### config.mk
export PLATFORM = sky130hd
export DESIGN_NAME = gearbox_n_to_m
export DESIGN_NICKNAME = d
export VERILOG_FILES = /design/src/rtl/gearbox_pkg.sv /design/src/rtl/gearbox_word_buffer.sv /design/src/rtl/gearbox_n_to_m.sv
export SDC_FILE = /design/constraint.sdc
export NUM_CORES = 1
export LEC_CHECK = 0
export BUFFER_PORTS_ARGS = -buffer_cell sky130_fd_sc_hd__buf_2
export CORE_MARGIN = 3
export CORE_UTILIZATION = 47
export DETAILED_ROUTE_END_ITERATION = 10
export GPL_ROUTABILITY_DRIVEN = 0
export PLACE_DENSITY = 0.69
export SYNTH_ARGS = -nofsm -noshare
export SYNTH_HDL_FRONTEND = slang
export SYNTH_SLANG_ARGS = --single-unit
### constraint.sdc
create_clock -name clk -period 4.51 [get_ports clk]
set_input_delay 0.902 -clock clk [delete_from_list [all_inputs] [get_ports clk]]
set_output_delay 0.902 -clock clk [all_outputs]
set_load 0.03 [all_outputs]
### src/rtl/gearbox_pkg.sv
// gearbox_pkg: shared sizing helpers and drain-FSM state type for the N-to-M word gearbox
package gearbox_pkg;
    function automatic int clog2(input int v);
        int r;
        for (r = 0; (1 << r) < v; r++) ;
        return r;
    endfunction
    function automatic int cnt_w(input int cap);
        return clog2(cap + 1);
    endfunction
    function automatic int def_cap(input int in_words, input int out_words);
        return in_words + out_words;
    endfunction
    typedef enum logic {GB_RUN, GB_DRAIN} gb_state_t;
endpackage

### src/rtl/gearbox_word_buffer.sv
// gearbox_word_buffer: word-granular shift buffer with occupancy count
// Ports: clk, arst (async, active-low); din (IN_WORDS words); accept/consume strobes;
//        dout = buffer words 0..OUT_WORDS-1 (registered); count = occupied words.
module gearbox_word_buffer import gearbox_pkg::*; #(
    parameter int WORD_LEN  = 16,
    parameter int IN_WORDS  = 8,
    parameter int OUT_WORDS = 20,
    parameter int CAP_WORDS = 28,
    parameter int CW        = cnt_w(CAP_WORDS)
) (
    input  logic                          clk,
    input  logic                          arst,
    input  logic [IN_WORDS*WORD_LEN-1:0]  din,
    input  logic                          accept,
    input  logic                          consume,
    output logic [OUT_WORDS*WORD_LEN-1:0] dout,
    output logic [CW-1:0]                 count
);
    localparam int BW = CAP_WORDS * WORD_LEN;
    logic [BW-1:0] mem, shifted, nxt;
    logic [CW-1:0] base, nxt_cnt;
    // Words at or above count are always zero, so new words can be OR-ed in.
    // A consume of a partial (flush) beat saturates count at zero.
    always_comb begin
        shifted = consume ? mem >> (OUT_WORDS * WORD_LEN) : mem;
        base    = !consume ? count : (count > CW'(OUT_WORDS)) ? count - CW'(OUT_WORDS) : '0;
        nxt     = accept ? shifted | (BW'(din) << (WORD_LEN * int'(base))) : shifted;
        nxt_cnt = accept ? base + CW'(IN_WORDS) : base;
    end
    always_ff @(posedge clk or negedge arst) begin
        if (!arst) begin
            mem   <= '0;
            count <= '0;
        end else begin
            mem   <= nxt;
            count <= nxt_cnt;
        end
    end
    assign dout = mem[OUT_WORDS*WORD_LEN-1:0];
endmodule

### src/rtl/gearbox_n_to_m.sv
// gearbox_n_to_m: repacks IN_WORDS-word beats into OUT_WORDS-word beats with valid/ready on both sides
// Ports: clk, arst (async, active-low); din/din_valid/din_ready input beat;
//        dout/dout_valid/dout_ready output beat; words_held = buffer occupancy.
// Macro GEARBOX_FLUSH_EN adds din_last/dout_last and a drain FSM that emits a zero-padded final beat.
module gearbox_n_to_m import gearbox_pkg::*; #(
    parameter int WORD_LEN  = 16,
    parameter int IN_WORDS  = 8,
    parameter int OUT_WORDS = 20,
    parameter int CAP_WORDS = def_cap(IN_WORDS, OUT_WORDS)
) (
    input  logic                          clk,
    input  logic                          arst,
    input  logic [IN_WORDS*WORD_LEN-1:0]  din,
    input  logic                          din_valid,
    output logic                          din_ready,
`ifdef GEARBOX_FLUSH_EN
    input  logic                          din_last,
    output logic                          dout_last,
`endif
    output logic [OUT_WORDS*WORD_LEN-1:0] dout,
    output logic                          dout_valid,
    input  logic                          dout_ready,
    output logic [cnt_w(CAP_WORDS)-1:0]   words_held
);
    localparam int CW = cnt_w(CAP_WORDS);
    if (IN_WORDS < 1 || OUT_WORDS < 1 || CAP_WORDS < IN_WORDS + OUT_WORDS - 1) begin : g_bad_cfg
        $error("gearbox_n_to_m: invalid IN_WORDS/OUT_WORDS/CAP_WORDS");
    end
    logic [CW-1:0] count;
    logic room, full, accept, consume;
    // Both handshake outputs come from registered count/state only.
    assign room       = count <= CW'(CAP_WORDS - IN_WORDS);
    assign full       = count >= CW'(OUT_WORDS);
    assign accept     = din_valid & din_ready;
    assign consume    = dout_valid & dout_ready;
    assign words_held = count;
`ifdef GEARBOX_FLUSH_EN
    gb_state_t state, state_d;
    assign din_ready  = room && state == GB_RUN;
    assign dout_valid = full || (state == GB_DRAIN && count != '0);
    assign dout_last  = state == GB_DRAIN && count != '0 && count <= CW'(OUT_WORDS);
    always_comb begin
        state_d = (state == GB_RUN && accept && din_last) ? GB_DRAIN : (consume && dout_last) ? GB_RUN : state;
    end
    always_ff @(posedge clk or negedge arst) begin
        if (!arst) state <= GB_RUN;
        else state <= state_d;
    end
`else
    assign din_ready  = room;
    assign dout_valid = full;
`endif
    gearbox_word_buffer #(
        .WORD_LEN(WORD_LEN), .IN_WORDS(IN_WORDS), .OUT_WORDS(OUT_WORDS), .CAP_WORDS(CAP_WORDS), .CW(CW)
    ) u_buf (
        .clk(clk), .arst(arst), .din(din), .accept(accept), .consume(consume), .dout(dout), .count(count)
    );
endmodule

==> summary by stage <==
Global route
The overall global routing resource usage is 0.350. Entering global routing, the biggest net connects 160 pins. The via count of the first global-routing pass is 21,833. The first global-routing pass estimated 149,000 µm of wire. The remaining global-route overflow is 0. The initial antenna violation count is 16.

Critical path
The data arrival time of the critical path is 2750 ps. The category of the most critical setup path is reg2out. The peak fanout along the critical path is 14. The required time of the critical path is 3610 ps.

STA classifies the critical path startpoint as a flop. The worst setup path is captured at an output pin.

Synthesis
The total of flip-flops plus latches after synthesis is 453. The synthesized netlist contains 59 unique library cells. The post-synthesis async set-or-reset flop share is 1.00. Dividing the synthesized area by the synthesized cell count gives 9.43 µm². The mapped netlist covers 25,600 µm². Counting every instance in the synthesized netlist gives 2,717. The proportion of synthesized chip area in sequential cells is 0.443. In the synthesized netlist the dominant register cell turns out to be dfrtp_1. Counting every net in the synthesized netlist gives 2,851. The count of yosys warnings during synthesis is 0. The count of flip-flops with a built-in enable after synthesis is 0.

Layout
The share of post-route cells with drive strength above 1 is 0.275. The most frequent standard cell in the layout excluding fill and tap cells is buf_2. The post-layout net count is 2,858. In the layout the commonest cells are 457 x buf_2, 451 x dfrtp_1, 341 x nor2_1, 254 x nand2_1, 146 x o21ai_0. With fillers left out, the area of the finished cells amounts to 27,600 µm². After filler insertion, the fill cell instance count of the layout stands at 4,792.

The final core utilization is 0.518. The area growth from synthesis to layout is 7.79%.

Route
Using the TritonRoute via totals, the vias-per-cell ratio works out to 6.57. The number of detailed-route iterations in the first pass is 6. The final routed DRC violation total is 0. The detail-routed net length per standard cell is 29.9 µm. Once detail routing completed, the nets flagged for antenna violations numbered 0.

The routed wire length is 104,000 µm. The total number of vias is 22,733. The initial DRC count is 3,135.

STA
The highest clock frequency the design can meet is 274 MHz. Setup violations remaining at the end of the flow were counted as 0. The actual slew at the worst max-slew pin is 1280 ps. Dividing the final minimum period by the clock period gives 0.809. The number of endpoints with negative hold slack in the final report is 0. The number of pins exceeding their max-slew limit in the final report is 0. Adding up every negative setup slack in the final design gives 0 ps.

The clock period could shrink to 3650 ps. Headroom to the max-slew limit came out at 0.139. Final hold analysis gives a worst-case slack of 359 ps. Setup repair after global routing left no endpoint under its margin. Between clock sinks in the finished design, the worst skew comes to 19.7 ps.

Clock tree
The clock root buffer master is clkbuf_16. The longest clock path from root to sink contains 3 buffers. The TritonCTS clock tree is done. Post-CTS repair changed the size of 0 cells. Buffers added to address setup during post-CTS repair amount to 0. The H-tree was split into 2 levels.

Clock tree synthesis inserted a total of 49 buffers. For this design, the CTS-stage hold fixing added 0 buffers. The source-to-sink clock delay at the later pin of the worst-skew pair is 600 ps. The clock-pin transition on the worst setup and hold timing paths is 60 ps. The number of clock sinks seen by CTS is 453.

Die
The die area is 57,300 µm². The floorplan step set the die width to 239 µm. The number of placement rows is 84. The number of top-level design ports is 459.

The y dimension of the die is 239 µm. The starting density of the core is 0.481. After floorplanning, the core was sized to cover 53,300 µm².

Placed design
In this run the cell area measured after placement is 25,900 µm². After legalization and detailed placement, the total HPWL measured 74,100 µm. Buffers placed on the I/O ports in this run total 458.

Power and ir drop
The maximum resistive drop on vdd is 0.536 mV. In this run the static leakage power is 12.4 nW. The power per unit of standard cell area is 804 nW/µm².

Job
The tool flagged a number of max-cap violations equal to 0.

Outcome
The run finished with clean final reports.

Worst hold path
The tightest min-delay check is of the in2async type.
==> routing by layer <==
metal	GRT usage	up-vias	wire, µm
li1	-	9562	-
met1	0.449	11216	38600
met2	0.534	1626	45800
met3	0.113	315	13100
met4	0.175	14	5940
met5	0	-	79
==> layout make-up <==
cell class                 instances  area [µm²]  area share
clock inverter                    23         208     0.00752
inverter                          22        82.6     0.00299
antenna                            9        22.5    0.000816
sequential                       453       11300       0.411
timing repair buffer             507        2780       0.101
clock buffer                      69        1430      0.0519
tap                              688         861      0.0312
multi-input combinational       1691       10900       0.394
==> critical path, stage by stage (launching register included) <==
cell      delay [ps]
dfrtp_1          530
inv_1            250
ha_1             260
or3b_1           520
a21boi_4         280
buf_2            300
==> final timing paths <==
| check | startpoint | end | slack (ps) | cells after the start |
|---|---|---|---|---|
| worst max-delay path | u_buf.count[3] | dout_valid | 860 | 5 |
| worst min-delay path | arst | u_buf.mem[74] | 360 | 1 |
| worst max register to register | u_buf.count[3] | u_buf.mem[275] | 1050 | 8 |
| worst min register to register | u_buf.mem[251] | u_buf.mem[251] | 480 | 2 |
| max in group asynchronous | arst | u_buf.mem[155] | 3120 | 2 |
| min in group clk | u_buf.mem[251] | u_buf.mem[251] | 480 | 2 |
==> where the power goes <==
part | internal (mW) | switching, mW | total [mW] | leakage [nW]
Combinational | 3.16 | 7.61 | 10.8 | 5.94
Clock | 2.40 | 1.76 | 4.16 | 0.823
Sequential | 5.87 | 1.38 | 7.25 | 5.66
Total | 11.4 | 10.8 | 22.2 | 12.4
==> kinds of logic (layout without fill, tap and decap cells) <==
group	Yosys count	in the layout	share of synthesized area
buf+inv	573	621	0.137
fa+ha+maj	2	2	0.000977
flops	453	453	0.443
compound gates	794	794	0.220
mux	222	222	0.0929
simple gates	673	673	0.107
other cells	0	9	0
==> cell usage after synthesis (all sizes together) (51+ instances only) <==
master | instances | area, µm²
o22ai | 111 | 694
buf | 414 | 2910
mux2i | 97 | 971
o21ai | 154 | 775
a21oi | 115 | 579
nand2 | 255 | 960
dfrtp | 453 | 11300
nor2 | 345 | 1300
o221ai | 129 | 1250
a22oi | 78 | 586
a22o | 51 | 447
mux2 | 125 | 1410
clkbuf | 137 | 514
==> sequential cells by signal, indices dropped and copies added, names as in the netlist <==
signal       count
u_buf.count      5
u_buf.mem      448
==> stage by stage <==
step | setup WS, ps | total power [mW] | instances
final | 862 | 22.2 | 3462
after global routing | 785 | 23.2 | 3456
after CTS | 880 | 22.1 | 3453
after detailed placement | 1250 | 17.9 | 3361
after global placement | 1380 | 17.6 | 3361
after floorplan | 1790 | 16.0 | 2717
Note: power is estimated with default switching activity, not from simulation.
